## config.mk

```make
export PLATFORM = sky130hd
export DESIGN_NAME = mem_port_arbiter
export DESIGN_NICKNAME = d
export VERILOG_FILES = /design/src/rtl/mem_arb_pkg.sv /design/src/rtl/arb_starve_counter.sv /design/src/rtl/mem_port_arbiter.sv
export SDC_FILE = /design/constraint.sdc
export NUM_CORES = 1
export LEC_CHECK = 0
export ABC_CLOCK_PERIOD_IN_PS = 1880
export CELL_PAD_IN_SITES_DETAIL_PLACEMENT = 1
export CELL_PAD_IN_SITES_GLOBAL_PLACEMENT = 1
export CORE_MARGIN = 2
export CORE_UTILIZATION = 29
export CTS_CLUSTER_SIZE = 30
export DETAILED_ROUTE_END_ITERATION = 16
export PLACE_DENSITY = 0.77
export SKIP_CTS_REPAIR_TIMING = 1
export SYNTH_ARGS = -nofsm -noshare
export SYNTH_HDL_FRONTEND = slang
export SYNTH_SLANG_ARGS = --single-unit
export TNS_END_PERCENT = 10
```

## constraint.sdc

```tcl
create_clock -name clk -period 1.88 [get_ports clk]
set_input_delay 0.376 -clock clk [delete_from_list [all_inputs] [get_ports clk]]
set_output_delay 0.376 -clock clk [all_outputs]
set_load 0.02 [all_outputs]
```

## src/rtl/mem_arb_pkg.sv

```systemverilog
// mem_arb_pkg: shared types and widths for the memory port arbiter
package mem_arb_pkg;
  localparam int MEM_ADDR_W = 13;
  localparam int MEM_DATA_W = 8;
  typedef enum logic [1:0] {ARB_IDLE, ARB_ACCESS, ARB_RESP} arb_state_t;
  typedef enum logic {OWN_IF = 1'b0, OWN_DATA = 1'b1} owner_t;
endpackage

```

## src/rtl/arb_starve_counter.sv

```systemverilog
// arb_starve_counter: saturating count of data grants that fetch has lost
module arb_starve_counter #(
  parameter int STARVE_LIMIT = 4
) (
  input  logic clk,
  input  logic rst,
  input  logic inc,
  input  logic clr,
  output logic at_limit
);
  localparam int W = $clog2(STARVE_LIMIT + 1);
  localparam logic [W-1:0] LIM = W'(STARVE_LIMIT);
  logic [W-1:0] cnt;
  assign at_limit = cnt == LIM;
  always_ff @(posedge clk) begin
    if (!rst) cnt <= '0;
    else if (clr) cnt <= '0;
    else if (inc && !at_limit) cnt <= cnt + 1'b1;
  end
endmodule

```

## src/rtl/mem_port_arbiter.sv

```systemverilog
// mem_port_arbiter: shares one memory port between fetch and data with
// registered IDLE/ACCESS/RESP transactions and a fetch anti-starvation limit
module mem_port_arbiter
  import mem_arb_pkg::*;
#(
  parameter int ADDR_W = MEM_ADDR_W,
  parameter int DATA_W = MEM_DATA_W,
  parameter int STARVE_LIMIT = 4
) (
  input  logic              clk,
  input  logic              rst,
  input  logic              if_req,
  input  logic [ADDR_W-1:0] if_addr,
  output logic              if_ack,
  output logic [DATA_W-1:0] if_rdata,
  input  logic              d_req,
  input  logic              d_we,
  input  logic [ADDR_W-1:0] d_addr,
  input  logic [DATA_W-1:0] d_wdata,
  output logic              d_ack,
  output logic [DATA_W-1:0] d_rdata,
  output logic [ADDR_W-1:0] mem_address,
  output logic [DATA_W-1:0] mem_write_data,
  output logic              mem_read,
  output logic              mem_write,
  input  logic [DATA_W-1:0] mem_command,
  output logic              busy,
  output logic              owner
);
  arb_state_t state, state_nx;
  logic we, any_req, grant_d, we_sel, at_limit, starve_inc, starve_clr;
  always_comb begin
    any_req    = if_req || d_req;
    grant_d    = d_req && !(if_req && at_limit);
    we_sel     = grant_d && d_we;
    starve_inc = state == ARB_IDLE && grant_d && if_req;
    starve_clr = state == ARB_IDLE && any_req && !grant_d;
    state_nx   = state == ARB_IDLE   ? (any_req ? ARB_ACCESS : ARB_IDLE) :
                 state == ARB_ACCESS ? ARB_RESP : ARB_IDLE;
  end
  arb_starve_counter #(.STARVE_LIMIT(STARVE_LIMIT)) u_starve (
    .clk(clk), .rst(rst), .inc(starve_inc), .clr(starve_clr), .at_limit(at_limit)
  );
  // Address/data are latched at grant and held through RESP so they never move around a strobe
  always_ff @(posedge clk) begin
    if (!rst) begin
      state          <= ARB_IDLE;
      we             <= 1'b0;
      owner          <= OWN_IF;
      busy           <= 1'b0;
      mem_address    <= '0;
      mem_write_data <= '0;
      mem_read       <= 1'b0;
      mem_write      <= 1'b0;
      if_ack         <= 1'b0;
      d_ack          <= 1'b0;
      if_rdata       <= '0;
      d_rdata        <= '0;
    end else begin
      state     <= state_nx;
      busy      <= state_nx != ARB_IDLE;
      mem_read  <= 1'b0;
      mem_write <= 1'b0;
      if_ack    <= 1'b0;
      d_ack     <= 1'b0;
      if (state == ARB_IDLE && any_req) begin
        owner          <= grant_d ? OWN_DATA : OWN_IF;
        we             <= we_sel;
        mem_address    <= grant_d ? d_addr : if_addr;
        mem_write_data <= grant_d ? d_wdata : mem_write_data;
        mem_read       <= !we_sel;
        mem_write      <= we_sel;
      end
      if (state == ARB_ACCESS) begin
        if_ack <= owner == OWN_IF;
        d_ack  <= owner == OWN_DATA;
        if (!we && owner == OWN_IF) if_rdata <= mem_command;
        if (!we && owner == OWN_DATA) d_rdata <= mem_command;
      end
    end
  end
endmodule
```

==> results of run 1 <==
kinds of logic after synthesis:
family | count (synthesis) | synth area share, %
AOI/OAI and AO/OA | 63 | 18.1
adders and majority gates | 2 | 1.27
buffers and inverters | 24 | 5.10
DFF | 49 | 49.9
muxes | 8 | 4.08
and+or+nand+nor | 81 | 21.5
layer usage:
layer | routed length, um | share of wire [%]
met1 | 2580 | 43
met2 | 2840 | 47
met3 | 552 | 9.1
met4 | 68 | 1.1
met5 | 0 | 0
layout make-up:
class | count | area (um^2)
clock buffers | 7 | 86.3
clock inverters | 1 | 30.0
fillers | 768 | 3340
inverters | 6 | 22.5
multi-input cells | 154 | 895
flip-flops and latches | 49 | 981
well taps | 77 | 96.3
repair buffers | 103 | 1010
registers in the layout, indices dropped and copies added (netlist names):
register and flops:
d_ack 1, if_rdata 8, mem_read 1, u_starve.cnt 3, owner 1, d_rdata 8, mem_address 13, busy 1
if_ack 1, we 1, mem_write 1, state 2, mem_write_data 8
worst min path at each step:
stage,from,to,slack [ns]
2_1_floorplan,u_starve.cnt[0],u_starve.cnt[0],0.47
3_3_place_gp,if_rdata[7],if_rdata[7],0.44
3_5_place_dp,if_rdata[3],if_rdata[3],0.45
4_1_cts,if_rdata[3],if_rdata[3],0.47
5_1_grt,if_rdata[3],if_rdata[3],0.49
6_report,if_rdata[3],if_rdata[3],0.46
cells in the final DEF (no fill, tap or decap), drive strengths merged, types with 2 or more instances in the layout:
cell type       n
a21boi          2
a21oi          20
a31oi          12
and2            2
buf            14
clkbuf          7
clkdlybuf4s50  89
dfxtp          49
ha              2
inv             6
mux2i           8
nand2          19
nand3          36
nor2           12
nor3b           2
o21ai          24
or3b            2
per-stage QoR:
step | cells | TNS (ns) | instance area (um^2) | setup slack, ns | hold slack [ns]
floorplan | 227 | 0 | 1960 | 0.390 | 0.467
global placement | 389 | 0 | 3000 | 0.0157 | 0.444
detailed placement | 389 | -0.0728 | 3000 | -0.0467 | 0.455
CTS | 397 | 0 | 3120 | 0.0543 | 0.467
global route | 397 | 0 | 3120 | 0.0147 | 0.487
finish | 397 | 0 | 3120 | 0.0997 | 0.460
power by group:
group          switching [W]  total (W)  internal, W
clock               0.000341   0.000775     0.000434
sequential         0.0000407    0.00114      0.00110
combinational       0.000248   0.000524     0.000276
synthesized netlist by cell type, drive strengths merged:
master	count
nor4bb	1
or3	1
dfxtp	49
nor2	12
o21ai	24
or4	1
inv	6
or2	1
mux2i	8
and3	1
a21oi	20
ha	2
a21bo	1
a21boi	2
clkbuf	13
o31ai	1
nor4b	1
nand3	36
a311o	1
and2	2
nor3b	2
or3b	2
buf	5
nand2	19
or4b	1
nand3b	1
o221a	1
o22ai	1
a31oi	12
==> flow_summary.yaml, run 1 <==
global_routing:
  grt_overflow: 0
  grt_max_degree: 38
  grt_pass1_wl_um: 9750
  grt_use_total_pct: 16.6
  grt.met3_usage_pct: 7.24
  grt_antenna_before_repair: 0
  busiest_layer: "met2"
  grt_pass1_vias: 2080
  use_met1_pct: 19.2
  grtUsageMet2_pct: 28.3
placement:
  gp_congestion: 0.790
  dp_hpwl_um: 4410
  port_buffers: 89
synthesis:
  yosys_warnings: 0
  synthCells: 227
  synth_top_area_share_pct: 49.9
  syn_area_mm2: 0.00196
  yosysSeqAreaShare_pct: 49.9
  yosysUniqueCellTypes: 33
  synth_top_cell_by_area: "dfxtp_1"
  syn-num-nets: 276
  synth-seq-cells: 49
  synth_area_leaders: "dfxtp_1, nand3_1, o21ai_0, a21oi_1, mux2i_1"
  syn_area_per_cell_um2: 8.65
timing:
  skew_ns: 0.00499
  slew_violations: 0
  fin_crit_sh_pct: 94.7
  final-setup-viol-count: 0
  hold_viol: 0
  fmax_ghz: 0.562
  worst_slew_pin_slew_ns: 0.416
  rsz0062_at_grt: "no"
  maxSlewHeadroom_pct: 72.0
  period_needed_ns: 1.78
clock_network:
  cts_made_buffers: 5
  clk_pin_slew_ns: 0.09
  cts_root_buffer: "clkbuf_8"
  cts.sinks: 49
  clkLatencyLatePin_ns: 0.29
  cts.path.max_buffers: 2
  h-tree-depth: 2
  tritoncts: "built"
routing:
  vias: 2038
  final_antenna_net_count: 0
  drtIter0Drc: 38
  wl_um: 6040
  via_per_inst: 5.13
  dr.pass1.iters: 4
  post_drt_wl_per_cell_um: 15.2
  drc_errors: 0
layout:
  syn_to_final_growth_pct: 58.8
  drive_above_1_share_pct: 9.38
  nets: 368
  final_util_pct: 48.3
  diodes: 0
setup_path:
  worstPathArrival_ns: 1.40
  critPathTopFamily: "buffers and inverters"
  worstSetupStartpoint: "owner"
  path_cells: "clkdlybuf4s50_1"
  reg2reg_from: "u_starve.cnt[0]"
  slowest_stage: "clkdlybuf4s50_1"
  worstPathMaxFanout: 7
  r2r_setup_slack_ns: 0.27
  start_kind: "register"
  cp-end-kind: "output port"
  worstSetupPathType: "reg2out"
  cp.depth: 1
  reg2reg_depth: 5
  regToRegEndpoint: "u_starve.cnt[2]"
  crit_buf_inv: 1
  cp.required_ns: 1.50
  cp_slowest_stage_delay_ns: 0.65
  crit_end: "owner"
job:
  cap_violations: 0
die:
  core-area_mm2: 0.00646
  die_area_mm2: 0.00745
  die_h_um: 86.3
  io_pins: 90
  rows: 29
  die_x_um: 86.3
  initial_core_util_pct: 30.4
power:
  power.density_mw_per_mm2: 783
  vdd_drop_max_v: 0.000300
  p_leak_nw: 1.12
  power_w: 0.00244
hold_path:
  hold_depth: 2
  hold_path.class: "reg2reg"
run_status:
  status: "finished clean"
Power figures use the tool's default switching activity.
==> run 2: changes to the inputs <==
--- a/config.mk
+++ b/config.mk
@@ -5,7 +5,7 @@
 export SDC_FILE = /design/constraint.sdc
 export NUM_CORES = 1
 export LEC_CHECK = 0
-export ABC_CLOCK_PERIOD_IN_PS = 1880
+export ABC_CLOCK_PERIOD_IN_PS = 2000
 export CELL_PAD_IN_SITES_DETAIL_PLACEMENT = 1
 export CELL_PAD_IN_SITES_GLOBAL_PLACEMENT = 1
 export CORE_MARGIN = 2
==> constraint.sdc (replaced) <==
create_clock -name clk -period 2 [get_ports clk]
set_input_delay 0.4 -clock clk [delete_from_list [all_inputs] [get_ports clk]]
set_output_delay 0.4 -clock clk [all_outputs]
set_load 0.02 [all_outputs]
==> run 2 against run 1 <==
Against the previous run:
- register-to-register slack better by 0.07 ns
- cell count down 0.76%
- worst hold slack better by 0.0056 ns
- critical path type unchanged
- total power down 13%
- highest routed layer unchanged
- critical path depth unchanged
- non-clock buffer count down 3
- first-iteration DRC count up 32%
==> flow_summary.yaml, run 2 (synthesis gave the netlist of run 1 again) <==
run_status:
  status: "finished clean"
layout:
  regMostFlops: "mem_address"
  layout_commonest_cell: "clkdlybuf4s50_1"
  final_cell_mix: "clkdlybuf4s50_1, dfxtp_1, nand3_1"
  largest_reg_flops: 13
  diodes: 0
  syn_to_final_growth_pct: 56.0
  final_util_pct: 47.4
  nets: 365
  drive_above_1_share_pct: 8.20
routing:
  route.met2.wl_um: 2980
  dr.pass1.iters: 4
  met1_length_um: 2630
  highest_layer: "met4"
  drc_errors: 0
  vias: 2010
  post_drt_wl_per_cell_um: 15.5
  final_antenna_net_count: 0
  via_per_inst: 5.10
  drtIter0Drc: 50
  met3_length_um: 441
  wl_um: 6110
die:
  io_pins: 90
  core-area_mm2: 0.00646
  die_x_um: 86.3
  initial_core_util_pct: 30.4
  rows: 29
  die_h_um: 86.3
  die_area_mm2: 0.00745
timing:
  skew_ns: 0.00792
  period_needed_ns: 1.81
  final-setup-viol-count: 0
  slew_violations: 0
  rsz0062_at_grt: "no"
  fmax_ghz: 0.552
  worst_slew_pin_slew_ns: 0.529
  fin_crit_sh_pct: 90.7
  hold_viol: 0
  maxSlewHeadroom_pct: 64.7
  finalSetupTns_ns: 0
global_routing:
  grt_pass1_wl_um: 9930
  grt_pass1_vias: 2101
  grt_overflow: 0
  grt_max_degree: 38
  grt_use_total_pct: 16.7
  grt_antenna_before_repair: 0
placement:
  dp_hpwl_um: 4450
  port_buffers: 89
  gp_congestion: 0.777
clock_network:
  cts_made_buffers: 5
  cts.path.max_buffers: 2
  h-tree-depth: 2
  clk_pin_slew_ns: 0.09
  cts.sinks: 49
  clkLatencyLatePin_ns: 0.30
  cts_root_buffer: "clkbuf_8"
  tritoncts: "built"
setup_path:
  cp-end-kind: "output port"
  critPathTopFamily: "buffers and inverters"
  cp.required_ns: 1.60
  worstPathMaxFanout: 7
  slowest_stage: "clkdlybuf4s50_1"
  worstPathArrival_ns: 1.41
  crit_buf_inv: 1
  cp_slowest_stage_delay_ns: 0.65
  worstSetupPathType: "reg2out"
  start_kind: "register"
  path_cells: "clkdlybuf4s50_1"
hold_path:
  hold_path.class: "reg2reg"
power:
  power.density_mw_per_mm2: 696
  p_leak_nw: 1.09
  vdd_drop_max_v: 0.000321
job:
  cap_violations: 0
==> run 2: stage by stage <==
| step | std cells | power, W | area (um^2) | hold slack (ns) | worst slack (ns) |
|---|---|---|---|---|---|
| global placement | 386 | 0.00158 | 2980 | 0.444 | 0.116 |
| floorplan | 227 | 0.00131 | 1960 | 0.467 | 0.510 |
| finish | 394 | 0.00213 | 3060 | 0.466 | 0.187 |
| global route | 394 | 0.00225 | 3060 | 0.489 | 0.112 |
| detailed placement | 386 | 0.00158 | 2980 | 0.458 | 0.0378 |
| CTS | 394 | 0.00216 | 3060 | 0.470 | 0.155 |
==> run 2: layer usage <==
metal	global-route usage, %	vias to the layer above
li1	-	979
met4	3.84	0
met1	19.1	957
met2	30.1	68
met3	5.62	6
met5	0	-
==> run 2: layout make-up <==
type / instances / area (um^2)
fill: 762 / 3390
timing repair buffer: 100 / 986
sequential: 49 / 981
multi-input combinational: 154 / 895
tap: 77 / 96.3
clock buffer: 7 / 76.3
inverter: 6 / 22.5
clock inverter: 1 / 7.51
==> run 2: worst paths after layout <==
path	startpoint	end	slack (ns)	cells past startpoint
worst max-delay path	owner	owner	0.19	1
worst min-delay path	if_rdata[2]	if_rdata[2]	0.47	2
worst max register to register	u_starve.cnt[0]	u_starve.cnt[2]	0.34	6
worst min register to register	if_rdata[2]	if_rdata[2]	0.47	2
==> run 2: power by group <==
group | internal, W | switching, W | leakage [nW]
combinational | 0.000253 | 0.000229 | 0.648
sequential | 0.00104 | 0.0000393 | 0.401
clock | 0.000248 | 0.000327 | 0.0385
total | 0.00154 | 0.000595 | 1.09
==> run 3: changes to the inputs <==
--- a/config.mk
+++ b/config.mk
@@ -14,6 +14,7 @@
 export DETAILED_ROUTE_END_ITERATION = 16
 export PLACE_DENSITY = 0.77
 export SKIP_CTS_REPAIR_TIMING = 1
+export SLEW_MARGIN = 20
 export SYNTH_ARGS = -nofsm -noshare
 export SYNTH_HDL_FRONTEND = slang
 export SYNTH_SLANG_ARGS = --single-unit
==> results of run 3 <==
No change in the layout: final DEF, timing and power equal those of run 2.
